==> src/rtl/cpu_mem_pkg.sv <==
// ============================================================================
// Module      : cpu_mem_pkg
// Description : Shared encodings for the CPU memory port (arbiter FSM states,
//               transaction owner, load/store size codes, bus widths).
// Revision    : 1.0 - initial release
// ============================================================================
`default_nettype none

package cpu_mem_pkg;

    localparam int c_ADDR_W = 6;
    localparam int c_DATA_W = 32;

    localparam logic [1:0] c_ST_IDLE  = 2'd0;
    localparam logic [1:0] c_ST_ISSUE = 2'd1;
    localparam logic [1:0] c_ST_WAIT  = 2'd2;
    localparam logic [1:0] c_ST_RESP  = 2'd3;

    localparam logic c_OWN_IF = 1'b0;
    localparam logic c_OWN_D  = 1'b1;

    localparam logic [2:0] c_F3_LB  = 3'b000;
    localparam logic [2:0] c_F3_LH  = 3'b001;
    localparam logic [2:0] c_F3_LW  = 3'b010;
    localparam logic [2:0] c_F3_LBU = 3'b100;
    localparam logic [2:0] c_F3_LHU = 3'b101;

endpackage

`default_nettype wire

==> src/rtl/mem_latency_counter.sv <==
// ============================================================================
// Module      : mem_latency_counter
// Description : Loadable 3-bit down-counter; o_done flags the last count (1).
// Revision    : 1.0 - initial release
// ============================================================================
`default_nettype none

module mem_latency_counter (
    input  logic       clk,
    input  logic       rst,
    input  logic       i_load,
    input  logic [2:0] i_load_val,
    input  logic       i_dec,
    output logic       o_done
);

    logic [2:0] r_count_q;
    logic [2:0] w_count_d;

    always_comb begin
        w_count_d = r_count_q;
        if (i_load) begin
            w_count_d = i_load_val;
        end else if (i_dec && (r_count_q != 3'd0)) begin
            w_count_d = r_count_q - 3'd1;
        end
    end

    always_ff @(posedge clk) begin
        if (rst) begin
            r_count_q <= 3'd0;
        end else begin
            r_count_q <= w_count_d;
        end
    end

    assign o_done = (r_count_q == 3'd1);

endmodule

`default_nettype wire

==> src/rtl/mem_port_arbiter.sv <==
// ============================================================================
// Module      : mem_port_arbiter
// Description : Shares one memory between instruction fetch and data access,
//               one transaction at a time, with fetch anti-starvation.
// Revision    : 1.0 - initial release
// ============================================================================
`default_nettype none

module mem_port_arbiter
    import cpu_mem_pkg::*;
#(
    parameter int ADDR_W      = c_ADDR_W,
    parameter int DATA_W      = c_DATA_W,
    parameter int MEM_LATENCY = 1,
    parameter int STARVE_MAX  = 4
) (
    input  logic              clk,
    input  logic              rst,
    input  logic              if_req,
    input  logic [ADDR_W-1:0] if_addr,
    output logic              if_gnt,
    output logic              if_rvalid,
    output logic [DATA_W-1:0] if_rdata,
    output logic              if_stall,
    input  logic              d_req,
    input  logic              d_we,
    input  logic [2:0]        d_funct3,
    input  logic [ADDR_W-1:0] d_addr,
    input  logic [DATA_W-1:0] d_wdata,
    output logic              d_gnt,
    output logic              d_rvalid,
    output logic [DATA_W-1:0] d_rdata,
    output logic              d_stall,
    output logic              mem_en,
    output logic              mem_we,
    output logic [2:0]        mem_funct3,
    output logic [ADDR_W-1:0] mem_addr,
    output logic [DATA_W-1:0] mem_wdata,
    input  logic [DATA_W-1:0] mem_rdata
);

    localparam int                    c_STARVE_W   = (STARVE_MAX < 1) ? 1 : $clog2(STARVE_MAX + 1);
    localparam logic [c_STARVE_W-1:0] c_STARVE_SAT = c_STARVE_W'(STARVE_MAX);
    localparam logic [2:0]            c_LAT_LOAD   = 3'(MEM_LATENCY);

    generate
        if ((MEM_LATENCY < 1) || (MEM_LATENCY > 7)) begin : g_bad_latency
            $error("mem_port_arbiter: MEM_LATENCY must be within 1..7");
        end
    endgenerate

    logic [1:0]            r_state_q,    w_state_d;
    logic                  r_owner_q,    w_owner_d;
    logic [ADDR_W-1:0]     r_addr_q,     w_addr_d;
    logic                  r_we_q,       w_we_d;
    logic [2:0]            r_funct3_q,   w_funct3_d;
    logic [DATA_W-1:0]     r_wdata_q,    w_wdata_d;
    logic [c_STARVE_W-1:0] r_starve_q,   w_starve_d;
    logic [DATA_W-1:0]     r_if_rdata_q, w_if_rdata_d;
    logic [DATA_W-1:0]     r_d_rdata_q,  w_d_rdata_d;

    logic w_idle;
    logic w_starved;
    logic w_if_win;
    logic w_d_win;
    logic w_lat_done;

    assign w_idle    = (r_state_q == c_ST_IDLE);
    assign w_starved = (r_starve_q == c_STARVE_SAT);
    assign w_if_win  = w_idle & if_req & (~d_req | w_starved);
    assign w_d_win   = w_idle & d_req & ~(if_req & w_starved);

    mem_latency_counter u_lat_cnt (
        .clk        (clk),
        .rst        (rst),
        .i_load     (r_state_q == c_ST_ISSUE),
        .i_load_val (c_LAT_LOAD),
        .i_dec      (r_state_q == c_ST_WAIT),
        .o_done     (w_lat_done)
    );

    always_comb begin
        w_state_d    = r_state_q;
        w_owner_d    = r_owner_q;
        w_addr_d     = r_addr_q;
        w_we_d       = r_we_q;
        w_funct3_d   = r_funct3_q;
        w_wdata_d    = r_wdata_q;
        w_if_rdata_d = r_if_rdata_q;
        w_d_rdata_d  = r_d_rdata_q;
        case (r_state_q)
            c_ST_IDLE: begin
                if (w_if_win || w_d_win) begin
                    w_state_d  = c_ST_ISSUE;
                    w_owner_d  = w_d_win ? c_OWN_D : c_OWN_IF;
                    w_addr_d   = w_d_win ? d_addr : if_addr;
                    w_we_d     = w_d_win & d_we;
                    w_funct3_d = w_d_win ? d_funct3 : c_F3_LW;
                    w_wdata_d  = w_d_win ? d_wdata : '0;
                end
            end
            c_ST_ISSUE: w_state_d = c_ST_WAIT;
            c_ST_WAIT: begin
                // Read data lands straight in the owner's holding register, so
                // it becomes visible together with the rvalid pulse.
                if (w_lat_done) begin
                    w_state_d = c_ST_RESP;
                    if (r_owner_q == c_OWN_IF) begin
                        w_if_rdata_d = mem_rdata;
                    end else begin
                        w_d_rdata_d = r_we_q ? '0 : mem_rdata;
                    end
                end
            end
            default: w_state_d = c_ST_IDLE;
        endcase
    end

    always_comb begin
        w_starve_d = r_starve_q;
        if (w_if_win) begin
            w_starve_d = '0;
        end else if (w_d_win && if_req && !w_starved) begin
            w_starve_d = r_starve_q + 1'b1;
        end
    end

    always_ff @(posedge clk) begin
        if (rst) begin
            r_state_q    <= c_ST_IDLE;
            r_owner_q    <= c_OWN_IF;
            r_addr_q     <= '0;
            r_we_q       <= 1'b0;
            r_funct3_q   <= 3'd0;
            r_wdata_q    <= '0;
            r_starve_q   <= '0;
            r_if_rdata_q <= '0;
            r_d_rdata_q  <= '0;
        end else begin
            r_state_q    <= w_state_d;
            r_owner_q    <= w_owner_d;
            r_addr_q     <= w_addr_d;
            r_we_q       <= w_we_d;
            r_funct3_q   <= w_funct3_d;
            r_wdata_q    <= w_wdata_d;
            r_starve_q   <= w_starve_d;
            r_if_rdata_q <= w_if_rdata_d;
            r_d_rdata_q  <= w_d_rdata_d;
        end
    end

    // Strobes are masked during reset so a dropped transaction emits nothing.
    assign if_gnt     = w_if_win & ~rst;
    assign d_gnt      = w_d_win & ~rst;
    assign if_rvalid  = (r_state_q == c_ST_RESP) & (r_owner_q == c_OWN_IF) & ~rst;
    assign d_rvalid   = (r_state_q == c_ST_RESP) & (r_owner_q == c_OWN_D) & ~rst;
    assign if_rdata   = r_if_rdata_q;
    assign d_rdata    = r_d_rdata_q;
    assign if_stall   = if_req & ~if_rvalid;
    assign d_stall    = d_req & ~d_rvalid;
    assign mem_en     = (r_state_q == c_ST_ISSUE) & ~rst;
    assign mem_we     = mem_en & r_we_q;
    assign mem_funct3 = r_funct3_q;
    assign mem_addr   = r_addr_q;
    assign mem_wdata  = r_wdata_q;

endmodule

`default_nettype wire
==> config.mk <==
export PLATFORM = sky130hd
export DESIGN_NAME = mem_port_arbiter
export DESIGN_NICKNAME = d
export VERILOG_FILES = /design/src/rtl/cpu_mem_pkg.sv /design/src/rtl/mem_latency_counter.sv /design/src/rtl/mem_port_arbiter.sv
export SDC_FILE = /design/constraint.sdc
export NUM_CORES = 1
export LEC_CHECK = 0
export CAP_MARGIN = 15
export CORE_ASPECT_RATIO = 2
export CORE_MARGIN = 1
export CORE_UTILIZATION = 42
export DETAILED_ROUTE_END_ITERATION = 16
export PLACE_DENSITY_LB_ADDON = 0.3
export SLEW_MARGIN = 30
export SYNTH_ARGS = -nofsm -noshare
export SYNTH_HDL_FRONTEND = slang
export SYNTH_SLANG_ARGS = --single-unit
export TNS_END_PERCENT = 50
==> constraint.sdc <==
create_clock -name clk -period 1.6 [get_ports clk]
set_input_delay 0.32 -clock clk [delete_from_list [all_inputs] [get_ports clk]]
set_output_delay 0.32 -clock clk [all_outputs]
set_load 0.05 [all_outputs]
### Yosys cells after proc, flatten, opt, wreduce, memory -nomap -nowiden

Cells that the tools add are included.

| operators by class | value |
|---|---|
| add/subtract/negate cells | 2 |
| equality and inequality tests | 7 |
| multiplexer cells | 10 |
| bitwise gates (word level) | 23 |
| reduce and logical (&&, ||, !) cells | 14 |

Operators with widths:

| kind | count |
|---|---|
| 2-to-1 mux 32 bit | 2 |
| AND 1 bit | 16 |
| 2-to-1 mux 6 bit | 1 |
| inverter 1 bit | 6 |
| one-hot mux 2 bit (3 select lines) | 1 |
| AND reduction 3 bit | 2 |
| equality test 2 bit, second input constant | 2 |
| 2-to-1 mux 2 bit | 2 |
| AND reduction 2 bit | 2 |
| OR reduction 2 bit | 2 |
| adder 3 x 1 -> 3 bit, second input constant | 1 |
| equality test 3 x 1 -> 1 bit, second input constant | 1 |
| equality test 3 bit, second input constant | 1 |
| logical AND 1 bit | 3 |
| 2-to-1 mux 1 bit | 3 |
| 2-to-1 mux 3 bit | 1 |
| nonzero test 3 bit | 1 |
| subtractor 3 x 1 -> 3 bit, second input constant | 1 |
| equality test 2 x 1 -> 1 bit, second input constant | 1 |
| zero test 2 bit | 1 |
| inequality test 2 x 1 -> 1 bit, second input constant | 1 |
| inequality test 2 bit, second input constant | 1 |
| nonzero test 2 bit | 1 |
| zero test 1 bit | 1 |
| 2 further kinds | 2 |

| word-level totals | value |
|---|---|
| register bits | 115 |
| word-level logic and storage cells | 67 |

### Longest topological paths before layout

| depth | value |
|---|---|
| depth after elaboration | 7 |
| mapped depth | 8 |
| gate-level depth less buffers | 7 |

### Hierarchy

Synthesis repeated with hierarchy kept, for this count alone.

| second synthesis, totals | value |
|---|---|
| cell total of the unflattened synthesis | 484 |
| area total of the unflattened synthesis | 4,429.2 um2 |

By module, submodules not included:

| module | instances | cells an instance | area an instance (um2) |
|---|---|---|---|
| mem_port_arbiter | 1 | 459 | 4,186.5 |
| mem_latency_counter | 1 | 25 | 242.7 |

### Worst setup path before layout

OpenSTA, ideal clock, no wires.

| timing | value |
|---|---|
| kind | input port to output port |
| from | input port rst |
| to | output port if_stall |
| data arrival time | 2.283 ns |
| setup slack | -1.003 ns |
| stages on the path | 3 |
| path buffers | 1 |
| path through | buf_2 nor3b_1 nor2b_1 |

| on the way | value |
|---|---|
| cells in the longest elaborated chain, start to end | 4 |

RTL lines:

| element | line | text |
|---|---|---|
| start, declared | mem_port_arbiter.sv:18 | `input logic rst,` |
| inverter 1 bit | mem_port_arbiter.sv:155 | `assign if_rvalid = (r_state_q == c_ST_RESP) & (r_owner_q == c_OWN_IF) & ~rst;` |
| AND 1 bit | mem_port_arbiter.sv:155 |  |
| named net if_rvalid | mem_port_arbiter.sv:22 | `output logic if_rvalid,` |
| inverter 1 bit | mem_port_arbiter.sv:159 | `assign if_stall = if_req & ~if_rvalid;` |
| AND 1 bit | mem_port_arbiter.sv:159 |  |
| end, declared | mem_port_arbiter.sv:24 | `output logic if_stall,` |

The timed path passes the listed nets, and every way through them passes these cells.

### Worst setup path in the final report

| timing | value |
|---|---|
| from | register r_state_q[1] |
| to | output port d_stall |

| on the way | value |
|---|---|
| cells in the longest elaborated chain, start to end | 5 |

RTL lines:

| element | line | text |
|---|---|---|
| start, declared | mem_port_arbiter.sv:52 | `logic [1:0] r_state_q, w_state_d;` |
| start signal, assigned | mem_port_arbiter.sv:130 | `r_state_q <= c_ST_IDLE;` |
| start signal, assigned | mem_port_arbiter.sv:140 | `r_state_q <= w_state_d;` |
| equality test 2 bit | mem_port_arbiter.sv:156 | `assign d_rvalid = (r_state_q == c_ST_RESP) & (r_owner_q == c_OWN_D) & ~rst;` |
| AND 1 bit (2 in series) | mem_port_arbiter.sv:156 |  |
| inverter 1 bit | mem_port_arbiter.sv:160 | `assign d_stall = d_req & ~d_rvalid;` |
| AND 1 bit | mem_port_arbiter.sv:160 |  |
| end, declared | mem_port_arbiter.sv:33 | `output logic d_stall,` |

Every way passes these cells.

==> impl_metrics.tcl <==
set metrics [dict create \
    sequential_cell_area_um2 2308 \
    period_share_pct 113.4 \
    synth_nets 568 \
    timing.critical_path.max_delay_family "simple AND/OR/NAND/NOR gates" \
    grt_use_total_pct 22.91 \
    crit_fanout 2 \
    synth_top_area_share_pct 50.62 \
    clockBufferDepth 2 \
    setup.worst_path.class "reg -> out" \
    total_power_w 0.01059 \
    layout-drive-gt1-share_pct 40.20 \
    tritonroute_pass_1_iters 5 \
    syn-cell-area_um2 4548 \
    synth-main-ff-cell "dfxtp_1" \
    fp.dieH_um 149.2 \
    critical-path-max-stage-delay_ns 0.33 \
    violated_checks "setup timing" \
    cellLeakagePower_nw 3.161 \
    cts_buffers 17 \
    wirelength_um 14180 \
    transition_time_of_the_tightest_slew_check_pin_ns 0.5432 \
    yosys_register_bits 115 \
    synthCells 475 \
    crit_buf_inv 2 \
    critical_path_required_ns 1.28 \
    filler_cell_count 753 \
    ctsRootBufferMaster "clkbuf_16" \
    setup-violations-final 16 \
    synth_most_common_cell "dfxtp_1" \
    synthTopCellsByCount "dfxtp_1, nand2_1, a21oi_1" \
    worst_clock_skew_ns 0.009240 \
    hold_ws_ns 0.4561 \
    ir_worst_vdd_mv 1.067 \
    timing.slew.headroom_pct 63.79 \
    io-pin-count 197 \
    holdBufCountCts 0 \
    clk_transition_reported_paths_ns 0.05 \
    syn2layout_area_growth_pct 68.89 \
    layout_min_cycle_time_ns 1.814 \
    area_occupied_by_multi_input_gates_um2 2282 \
    grt_pass1_wl_um 19230 \
    antenna_violating_nets_post_route 0 \
    fmaxAchievable_ghz 0.5514 \
    synth_async_sr_flop_share_pct 0 \
    remaining_drc_errors 0 \
    clk_latency_ns 0.40 \
    cts_num_sinks 115 \
    post-synth-top-area-cell "dfxtp_1" \
    timing.critical_path.cells "buf_6 > ha_4 > and3b_2 > nor2b_4 > buf_12" \
    netlist_top_cells_area "dfxtp_1, a21oi_1, nor3b_2, a22o_1, nand2_1" \
    drv_slew 0 \
    rows 53 \
    die_w_um 75.58 \
    dp_worst_setup_slack_ns -0.2386 \
    initial_util_pct 43.14 \
    drt_iter0_markers 188 \
    power_density_nw_per_um2 1379 \
    vias 4337 \
    h_tree_depth 4 \
    critical_path_arrival_ns 1.49 \
    portion_of_the_post_synthesis_area_used_by_sequential_elements_pct 50.62 \
    synth-edff-count 0 \
    fin_area_um2 7681 \
    final_nets 795 \
    outcome "complete, but fails checks" \
    end_kind "primary output" \
    start_kind "register" \
    synth_cell_types 39 \
    routabilityCongestion 0.7863 \
    n_antenna_cell 0 \
    worst-r2r-setup-slack_ns -0.02 \
    core_area_um2 10540 \
    port-buffer-count 196 \
    die_area_um2 11270 \
    syn-mean-instance-area_um2 9.575 \
    antenna_found_initial 0 \
    timing.critical_path.slowest_stage_cell "dfxtp_2" \
    hold_violations 0 \
    cts_tree "done" \
    detailed_place_hpwl_um 9111 \
    wl_per_cell_um 16.66 \
    setup_slack_ns -0.2137 \
    grt_start_max_net_pins 65 \
    via_count_of_the_first_global_routing_pass 4207 \
    rsz0062_at_grt "true" \
    drv.max_cap_violation_count 0 \
    detailed_place.area_um2 6531 \
    synth_warn 0 \
    path_class_of_the_lowest_slack_min_delay_path "reg -> reg" \
    routed_via_density 5.096 \
    overflow 0 \
]
==> registers in the layout, summed over array words and instances, names as in the netlist <==
name	count
d_rdata	32
if_rdata	32
mem_addr	6
mem_funct3	3
mem_wdata	32
r_owner_q	1
r_starve_q	3
r_state_q	2
r_we_q	1
u_lat_cnt.r_count_q	3
==> cells by family (layout without fill, tap and decap cells) <==
family | Yosys count | in the layout | share of synthesized area, %
compound gates | 121 | 121 | 17.52
mux | 1 | 1 | 0.2201
flops | 115 | 115 | 50.62
xor+xnor | 1 | 1 | 0.1926
buf+inv | 46 | 285 | 5.970
simple gates | 182 | 182 | 23.00
fa+ha+maj | 9 | 9 | 2.476
==> worst paths after layout <==
| path | from | to | cells past startpoint |
|---|---|---|---|
| worst max-delay path | r_state_q[1]$_SDFFE_PP0P_ | d_stall | 5 |
| worst max register to register | r_state_q[1]$_SDFFE_PP0P_ | d_rdata[17]$_SDFFE_PP0P_ | 9 |
| worst min register to register | if_rdata[23]$_SDFFE_PP0P_ | if_rdata[23]$_SDFFE_PP0P_ | 2 |
| worst min-delay path | if_rdata[23]$_SDFFE_PP0P_ | if_rdata[23]$_SDFFE_PP0P_ | 2 |
==> routing by layer <==
metal	GRT usage (%)	share of wire, %
met3	7.432	5.9
met1	21.68	34
met5	0	0
met2	41.88	57
met4	11.67	3.6
==> power breakdown <==
part / total [W] / switching, W / leakage (nW) / internal [W]
clock network: 0.00355 / 0.00125 / 0.265 / 0.00231
logic: 0.00365 / 0.00216 / 1.96 / 0.00148
registers: 0.00340 / 0.000205 / 0.936 / 0.00319
total: 0.0106 / 0.00361 / 3.16 / 0.00698
==> layout make-up <==
| class | count | area share (%) |
|---|---|---|
| Sequential cell | 115 | 30.05 |
| Timing Repair Buffer | 247 | 30.36 |
| Clock inverter | 10 | 1.433 |
| Multi-Input combinational cell | 314 | 29.71 |
| Clock buffer | 21 | 5.864 |
| Tap cell | 137 | 2.232 |
| Inverter | 7 | 0.3421 |
==> worst register-to-register path, stage by stage, from the launching register on <==
cell and delay (ns):
dfxtp_2 0.33, buf_6 0.12, buf_4 0.14, ha_4 0.16
nand4b_1 0.13, buf_6 0.20, clkbuf_16 0.21, nor3b_2 0.06
a21oi_1 0.13, nor2_1 0.05
==> layout by cell type (no fill, tap or decap), types with 9 or more instances in the layout <==
cell type	count
a21oi_1	54
a21oi_2	19
a22o_1	32
buf_12	12
buf_4	141
clkbuf_16	21
clkdlybuf4s50_1	81
dfxtp_1	110
nand2_1	72
nor2_1	49
nor3b_2	24
nor3b_4	9
==> through the flow <==
step	setup TNS (ns)	util (%)	cells
2_1_floorplan	-0.5189	-	475
3_3_place_gp	-8.106	61.94	797
3_5_place_dp	-9.534	61.94	797
4_1_cts	-1.499	68.80	837
5_1_grt	-3.541	72.85	851
6_report	-1.308	72.85	851
==> what timing repair did <==
item	in CTS	in global routing
pin swaps	8	18
setup endpoints to repair	9	76
resized for setup	30	54
cloned	0	7
buffers inserted	9	9
Note: power is estimated with default switching activity, not from simulation.
